[config.mk]
export PLATFORM = sky130hd
export DESIGN_NAME = path_delay_sequencer
export DESIGN_NICKNAME = d
export VERILOG_FILES = /design/src/rtl/path_delay_sequencer.sv
export SDC_FILE = /design/constraint.sdc
export NUM_CORES = 1
export LEC_CHECK = 0
export ABC_CLOCK_PERIOD_IN_PS = 5200
export CORE_UTILIZATION = 41
export DETAILED_ROUTE_END_ITERATION = 10
export GPL_TIMING_DRIVEN = 0
export PLACE_DENSITY = 0.57
export SYNTH_ARGS = -nofsm -noshare
export SYNTH_HDL_FRONTEND = slang
export SYNTH_SLANG_ARGS = --single-unit
[constraint.sdc]
create_clock -name i_clk -period 5.2 [get_ports i_clk]
set_input_delay 0.52 -clock i_clk [delete_from_list [all_inputs] [get_ports i_clk]]
set_output_delay 0.52 -clock i_clk [all_outputs]
set_load 0.005 [all_outputs]
[src/rtl/path_delay_sequencer.sv]
// path_delay_sequencer: sweeps NUM_PATHS replicated delay chains, launching
// 2^TRIALS_LOG2 rising edges into each one and reporting the averaged number
// of clock cycles until the synchronised output rises.
module path_delay_sequencer #(
   parameter int unsigned NUM_PATHS   = 4,
   parameter int unsigned CNT_W       = 16,
   parameter int unsigned TRIALS_LOG2 = 3,
   parameter int unsigned SETTLE_CYC  = 16,
   parameter int unsigned TIMEOUT     = 1000,
   parameter int unsigned SYNC_STAGES = 2,
   localparam int unsigned IDX_W      = (NUM_PATHS > 1) ? $clog2(NUM_PATHS) : 1
) (
   input  logic                 i_clk,
   input  logic                 i_rst_n,
   input  logic                 i_start,
   output logic [NUM_PATHS-1:0] o_path_input,
   input  logic [NUM_PATHS-1:0] i_path_result,
   output logic                 o_busy,
   output logic                 o_done,
   output logic                 o_result_valid,
   output logic [IDX_W-1:0]     o_result_path,
   output logic [CNT_W-1:0]     o_result_delay,
   output logic                 o_result_timeout
);

   localparam int unsigned ACC_W = CNT_W + TRIALS_LOG2;
   localparam int unsigned TR_W  = (TRIALS_LOG2 > 0) ? TRIALS_LOG2 : 1;

   localparam logic [CNT_W-1:0] SETTLE_MIN = CNT_W'(SETTLE_CYC - 1);
   localparam logic [CNT_W-1:0] CNT_LIMIT  = CNT_W'(TIMEOUT);
   localparam logic [TR_W-1:0]  LAST_TRIAL = TR_W'((1 << TRIALS_LOG2) - 1);
   localparam logic [IDX_W-1:0] LAST_PATH  = IDX_W'(NUM_PATHS - 1);

   typedef enum logic [2:0] {
      S_IDLE,
      S_SETTLE,
      S_LAUNCH,
      S_MEASURE,
      S_ACCUM,
      S_REPORT,
      S_DONE
   } state_t;

   state_t               r_state;
   logic [IDX_W-1:0]     r_idx;
   logic [TR_W-1:0]      r_trial;
   logic [CNT_W-1:0]     r_cnt;
   logic [ACC_W-1:0]     r_acc;
   logic [NUM_PATHS-1:0] r_sync [SYNC_STAGES];

   logic                 w_sync_res;
   logic [NUM_PATHS-1:0] w_onehot;
   logic [ACC_W-1:0]     w_acc_sum;
   logic [CNT_W-1:0]     w_avg;

   assign w_sync_res = r_sync[SYNC_STAGES-1][r_idx];
   assign w_acc_sum  = r_acc + ACC_W'(r_cnt);
   // Averaging is a plain truncating shift of the sum including this trial.
   assign w_avg      = w_acc_sum[ACC_W-1 -: CNT_W];

   // Launch mask: single bit for the currently selected path.
   always_comb begin
      w_onehot = '0;
      for (int unsigned p = 0; p < NUM_PATHS; p++) begin
         if (r_idx == IDX_W'(p)) w_onehot[p] = 1'b1;
      end
   end

   // Metastability synchronisers for every raw path output.
   always_ff @(posedge i_clk or negedge i_rst_n) begin
      if (!i_rst_n) begin
         for (int unsigned s = 0; s < SYNC_STAGES; s++) r_sync[s] <= '0;
      end else begin
         r_sync[0] <= i_path_result;
         for (int unsigned s = 1; s < SYNC_STAGES; s++) r_sync[s] <= r_sync[s-1];
      end
   end

   // Sequencer FSM; result outputs are loaded on the transition into REPORT
   // so result_valid coincides with the REPORT state.
   always_ff @(posedge i_clk or negedge i_rst_n) begin
      if (!i_rst_n) begin
         r_state          <= S_IDLE;
         r_idx            <= '0;
         r_trial          <= '0;
         r_cnt            <= '0;
         r_acc            <= '0;
         o_path_input     <= '0;
         o_busy           <= 1'b0;
         o_done           <= 1'b0;
         o_result_valid   <= 1'b0;
         o_result_path    <= '0;
         o_result_delay   <= '0;
         o_result_timeout <= 1'b0;
      end else begin
         o_done         <= 1'b0;
         o_result_valid <= 1'b0;
         case (r_state)
            S_IDLE: begin
               if (i_start) begin
                  r_idx   <= '0;
                  r_trial <= '0;
                  r_cnt   <= '0;
                  r_acc   <= '0;
                  o_busy  <= 1'b1;
                  r_state <= S_SETTLE;
               end
            end
            S_SETTLE: begin
               if ((r_cnt >= SETTLE_MIN) && !w_sync_res) begin
                  r_state <= S_LAUNCH;
               end else if (r_cnt >= CNT_LIMIT) begin
                  o_result_valid   <= 1'b1;
                  o_result_path    <= r_idx;
                  o_result_delay   <= '1;
                  o_result_timeout <= 1'b1;
                  r_state          <= S_REPORT;
               end else begin
                  r_cnt <= r_cnt + CNT_W'(1);
               end
            end
            S_LAUNCH: begin
               o_path_input <= w_onehot;
               r_cnt        <= '0;
               r_state      <= S_MEASURE;
            end
            S_MEASURE: begin
               if (w_sync_res) begin
                  o_path_input <= '0;
                  r_state      <= S_ACCUM;
               end else if (r_cnt == CNT_LIMIT) begin
                  o_path_input     <= '0;
                  o_result_valid   <= 1'b1;
                  o_result_path    <= r_idx;
                  o_result_delay   <= '1;
                  o_result_timeout <= 1'b1;
                  r_state          <= S_REPORT;
               end else begin
                  r_cnt <= r_cnt + CNT_W'(1);
               end
            end
            S_ACCUM: begin
               r_acc <= w_acc_sum;
               r_cnt <= '0;
               if (r_trial == LAST_TRIAL) begin
                  o_result_valid   <= 1'b1;
                  o_result_path    <= r_idx;
                  o_result_delay   <= w_avg;
                  o_result_timeout <= 1'b0;
                  r_state          <= S_REPORT;
               end else begin
                  r_trial <= r_trial + TR_W'(1);
                  r_state <= S_SETTLE;
               end
            end
            S_REPORT: begin
               r_acc   <= '0;
               r_trial <= '0;
               r_cnt   <= '0;
               if (r_idx == LAST_PATH) begin
                  o_done  <= 1'b1;
                  r_state <= S_DONE;
               end else begin
                  r_idx   <= r_idx + IDX_W'(1);
                  r_state <= S_SETTLE;
               end
            end
            S_DONE: begin
               o_busy  <= 1'b0;
               r_state <= S_IDLE;
            end
            default: begin
               o_path_input <= '0;
               o_busy       <= 1'b0;
               r_state      <= S_IDLE;
            end
         endcase
      end
   end

endmodule

# Word-level counts from Yosys, hierarchy flattened

Cells that the tools add are included.

Bits of input ports: 7
Register bits: 77
Logic and storage cells: 123

Eq/ne operators: 23
$lt $le $gt $ge: 3
$add $sub $neg: 4
Muxes and demuxes: 58
Bitwise operators: 2
Reduce and logical (&&, ||, !) cells: 19

Operator list:

| kind                                                                                  | count |
|---|---|
| 16-bit 2-to-1 mux                                                                     | 10 |
| 16-bit case mux with 4 select lines                                                   | 1 |
| 19-bit case mux with 3 select lines                                                   | 1 |
| 16-bit case mux with 3 select lines                                                   | 1 |
| 3-bit 2-to-1 mux                                                                      | 9 |
| 2-bit != test, second input constant                                                  | 10 |
| 19-bit by 16-bit adder with 19-bit output                                             | 1 |
| 19-bit 2-to-1 mux                                                                     | 1 |
| 3-bit case mux with 6 select lines                                                    | 1 |
| 1-bit 2-to-1 mux                                                                      | 17 |
| 16-bit by 1-bit adder with 16-bit output, second input constant                       | 1 |
| 16-bit by 10-bit equality test with 1-bit output, second input constant               | 1 |
| 16-bit by 10-bit greater-or-equal comparator with 1-bit output, second input constant | 1 |
| 16-bit by 4-bit greater-or-equal comparator with 1-bit output, second input constant  | 1 |
| 2-bit 2-to-1 mux                                                                      | 7 |
| 3-bit equality test, second input constant                                            | 4 |
| 4-bit case mux with 3 select lines                                                    | 1 |
| 6-bit AND reduction                                                                   | 2 |
| 5-bit OR reduction                                                                    | 2 |
| 3-bit case mux with 3 select lines                                                    | 1 |
| 3-bit AND reduction                                                                   | 3 |
| 4-bit 2-to-1 mux                                                                      | 2 |
| 3-bit by 2-bit equality test with 1-bit output, second input constant                 | 2 |
| 3-bit != test, second input constant                                                  | 2 |
| other kinds (21)                                                                      | 27 |

# Longest topological paths before layout

Depth after elaboration: 6
Depth in mapped cells: 10
Mapped depth without buffers: 9

# Least setup slack after synthesis

No wires, ideal clock.

Path type: register -> register
From: reg r_cnt[0]
To: reg o_result_delay[15]
Path slack: 2.472 ns
Library setup time: 0.094 ns
Cell stages (with the launch flop): 10
Data arrival time: 2.634 ns
Required time: 5.106 ns
Period minus slack after synthesis: 2.728 ns
Path through: dfrtp_1 ha_1 fa_1 a211oi_1 o21ai_0 a21oi_1 nor4_2 a211oi_4 mux2_2 a211oi_1

Longest elaborated chain between the ends: 4
Elaborated cells between the ends (all ways): 11
Those cells by class: add/sub: 1; order compare: 2; eq/ne: 4; mux: 2; reduce/logical: 2

RTL lines:

| item                                                          | line | text |
|---|---|---|
| from (decl)                                                   | 47   | `logic [CNT_W-1:0] r_cnt;` |
| from (signal assigned)                                        | 119  | `r_cnt <= r_cnt + CNT_W'(1);` |
| from (signal assigned)                                        | 139  | `r_cnt <= r_cnt + CNT_W'(1);` |
| 16-bit by 4-bit greater-or-equal comparator with 1-bit output | 110  | `if ((r_cnt >= SETTLE_MIN) && !w_sync_res) begin` |
| 1-bit logical AND                                             | 110  |  |
| 2-bit != test (no source line)                                | --   |  |
| 6-bit AND reduction (no source line)                          | --   |  |
| to (signal assigned)                                          | 148  | `o_result_delay <= w_avg;` |
| to (decl)                                                     | 22   | `output logic [CNT_W-1:0] o_result_delay,` |

Several ways; a longest one is shown, not always the timed one. The select of a mux whose other input is x is not followed.
A chain may end at the register's enable or synchronous reset.

# Worst setup path in the final report

Same ends and word-level chain as after synthesis.

==> impl_metrics.yaml <==
status:
  run_status: "finished clean"
grt:
  grt_antenna_before_repair: 0
  grt.total_usage_pct: 19.53
  use_met3_pct: 4.154
  number_of_global_route_vias_before_repair: 3246
  met2_track_demand_over_resource_pct: 31.30
  grt-busiest-layer: "met2"
  globalRouteMet1Util_pct: 27.17
  grt_remaining_overflow: 0
  grt_pass1_wl_um: 16680
  pin_count_of_the_biggest_net_entering_global_routing: 64
cells_and_area:
  num-nets-final: 496
  antenna_cell_count: 0
  finalNonFillerCells: 602
  layout_commonest_cell: "sky130_fd_sc_hd__dfrtp_1"
  mostFrequentLayoutCells: "sky130_fd_sc_hd__dfrtp_1, sky130_fd_sc_hd__o21ai_0, sky130_fd_sc_hd__nand2_1"
  layout.cell_area.non_filler_sq_um: 4913
  area_growth_syn_to_layout_pct: 16.32
  fraction_of_layout_instances_using_a_drive_strength_above_1_pct: 8.316
job:
  max_cap_violations: 0
power:
  ir_worst_vdd_uv: 139.9
  static-leakage-power_nw: 2.256
  power-per-cell-area_nw_per_um2: 340.1
synthesis:
  synth_nets: 452
  netlist.area_leader.share_pct: 45.62
  synth_ff_type: "sky130_fd_sc_hd__dfrtp_1"
  edff_count_synth: 0
  avgSynthCellArea_sq_um: 10.06
  synthTopCellsByArea: "sky130_fd_sc_hd__dfrtp_1, sky130_fd_sc_hd__ha_1, sky130_fd_sc_hd__o21ai_0"
  yosysTopAreaCell: "sky130_fd_sc_hd__dfrtp_1"
  number_of_instances_in_the_synthesized_netlist: 420
  yosysSeqAreaShare_pct: 45.62
  ys_async_sr_fraction_pct: 100.0
  ys_ff_latch: 77
  syn-cell-area_sq_um: 4224
  synth-warning-count: 0
  synth_cell_types: 55
floorplanning:
  rows: 36
  die_area_sq_um: 10710
  dieWidth_um: 103.5
  dieHeight_um: 103.5
  io_pins: 33
  floorplan.initialDensity_pct: 42.82
  design.core.area_sq_um: 9864
routing:
  post-route-drc-count: 0
  detail_route.first_pass.iterations: 4
  initialDrtViolationCount: 155
  antenna_violating_nets_post_route: 0
  route.detailed.vias_per_inst: 5.532
  detailroute.via_count: 3330
  wirelength_um: 9848
  drt-wirelength-per-cell_um: 16.36
critical_path:
  critical_path_required_ns: 5.45
  worst-endpoint-arrival_ns: 3.38
  setup.worst_path.start_class: "register"
  worstPathMaxFanout: 8
  critPathKind: "reg -> reg"
  rr_startpoint: "r_cnt[0]$_DFFE_PN0P_"
  reg2reg_depth: 9
  reg_to_reg_slack_setup_ns: 2.07
  timing.rr.end: "o_result_delay[15]$_DFFE_PN0P_"
  endpoint_kind_of_the_worst_setup_timing_path: "register"
timing:
  max_freq_mhz: 319.6
  timing.final.hold_violations: 0
  clock-skew-final_ns: 0.01188
  final.hold.worst_slack_ns: 0.02237
  period_utilisation_layout_pct: 60.18
  worstMarginPinSlew_ns: 0.6742
  rsz0062_at_grt: "false"
  slew_headroom_pct: 55.06
  max_slew_violations: 0
  setup-violations-final: 0
  tns_ns: 0
  layout_min_cycle_time_ns: 3.129
cts:
  cts_tree: "yes"
  clock_sink_count: 77
  worst_setup_hold_path_clk_slew_ns: 0.09
  cts-buffers-inserted: 9
  cts_setup_buffers: 0
  number_of_hold_repair_buffers_added_at_the_cts_stage: 0
  clockBufferDepth: 2
  cts_resized: 0
  clock_tree.root_cell: "sky130_fd_sc_hd__clkbuf_8"
  clkLatencyLatePin_ns: 0.35
  ctsHtreeMaxLevel: 3
placed_design:
  io_buffer_count: 32
  place_inst: 586
  dp_hpwl_um: 6921
  place_area_sq_um: 4736
  routabilityCongestion: 0.8744
worst_hold_path:
  holdCritPathClass: "in -> async"
==> cells by family (layout without fill, tap and decap cells) <==
group	after synthesis	count (layout)	synth area share, %
xor gates and xnor gates	16	16	3.318
muxes	5	5	1.599
AOI/OAI and AO/OA	151	151	24.50
buffers and inverters	35	84	3.584
adders and majority gates	25	25	7.583
and+or+nand+nor	111	111	13.80
DFF	77	77	45.62
==> cell usage after synthesis (11+ instances only) <==
cell type	instances
sky130_fd_sc_hd__a21oi_1	26
sky130_fd_sc_hd__inv_1	12
sky130_fd_sc_hd__o21ai_0	40
sky130_fd_sc_hd__a22o_1	18
sky130_fd_sc_hd__ha_1	24
sky130_fd_sc_hd__dfrtp_1	77
sky130_fd_sc_hd__nor2_1	19
sky130_fd_sc_hd__o22a_1	14
sky130_fd_sc_hd__clkbuf_1	14
sky130_fd_sc_hd__nand3_1	11
sky130_fd_sc_hd__nand2_1	34
sky130_fd_sc_hd__xnor2_1	13
==> routing by layer <==
metal | share of wire (%) | wire, um | up-vias
met5 | 0 | 0 | -
met4 | 0.88 | 87 | 0
met3 | 3.3 | 328 | 8
met2 | 46 | 4570 | 67
met1 | 49 | 4860 | 1609
li1 | - | - | 1646
==> worst max-delay path: stages, from the launching register on <==
cell and delay (ns):
sky130_fd_sc_hd__dfrtp_1 0.47, sky130_fd_sc_hd__ha_1 0.27, sky130_fd_sc_hd__fa_1 0.43, sky130_fd_sc_hd__a211oi_1 0.34
sky130_fd_sc_hd__o21ai_0 0.15, sky130_fd_sc_hd__a21oi_1 0.35, sky130_fd_sc_hd__nor4_2 0.10, sky130_fd_sc_hd__a211oi_4 0.35
sky130_fd_sc_hd__mux2_2 0.38, sky130_fd_sc_hd__a211oi_1 0.22
==> worst max-delay path by stage <==
| stage | start | endpoint | slack (ns) | depth (start not counted) |
|---|---|---|---|---|
| detailed placement | r_cnt[0]$_DFFE_PN0P_ | o_result_delay[15]$_DFFE_PN0P_ | 2.09 | 9 |
| global placement | i_rst_n | o_result_delay[14]$_DFFE_PN0P_ | 0.75 | 1 |
| CTS | r_cnt[0]$_DFFE_PN0P_ | o_result_delay[15]$_DFFE_PN0P_ | 2.04 | 9 |
| finish | r_cnt[0]$_DFFE_PN0P_ | o_result_delay[15]$_DFFE_PN0P_ | 2.07 | 9 |
| global route | r_cnt[0]$_DFFE_PN0P_ | o_result_delay[15]$_DFFE_PN0P_ | 1.88 | 9 |
| floorplan | r_cnt[0]$_DFFE_PN0P_ | o_result_delay[15]$_DFFE_PN0P_ | 2.47 | 9 |
==> power by group <==
group          switching, mW  internal (mW)  total [mW]  leakage, nW
clock network          0.230          0.187       0.417       0.0815
registers             0.0587          0.657       0.716         1.03
logic                  0.338          0.201       0.539         1.15
==> per-stage QoR <==
stage                     util, %  power [mW]  worst slack [ns]
final                       49.81       1.671             2.071
after global routing        49.81       1.789             1.881
after CTS                   49.81       1.692             2.043
after detailed placement    48.01       1.270             2.088
after global placement      47.75       1.255            0.7477
after floorplan                 -       1.081             2.472
==> layout make-up <==
type / instances / area [sq um]
clock inverter: 5 / 36.28
timing repair buffer: 33 / 345.3
clock buffer: 11 / 141.4
fill: 904 / 4951
sequential: 77 / 1927
buffer: 23 / 106.4
multi-input combinational: 308 / 2146
inverter: 12 / 45.04
tap: 133 / 166.4
==> sequential cells by signal, summed over array words and instances (netlist names) <==
signal,cells
r_acc,19
o_result_delay,16
r_cnt,16
r_sync,8
o_path_input,4
r_state,3
r_trial,3
o_result_path,2
r_idx,2
o_busy,1
o_done,1
o_result_timeout,1
o_result_valid,1
(Power assumes the default switching activity.)
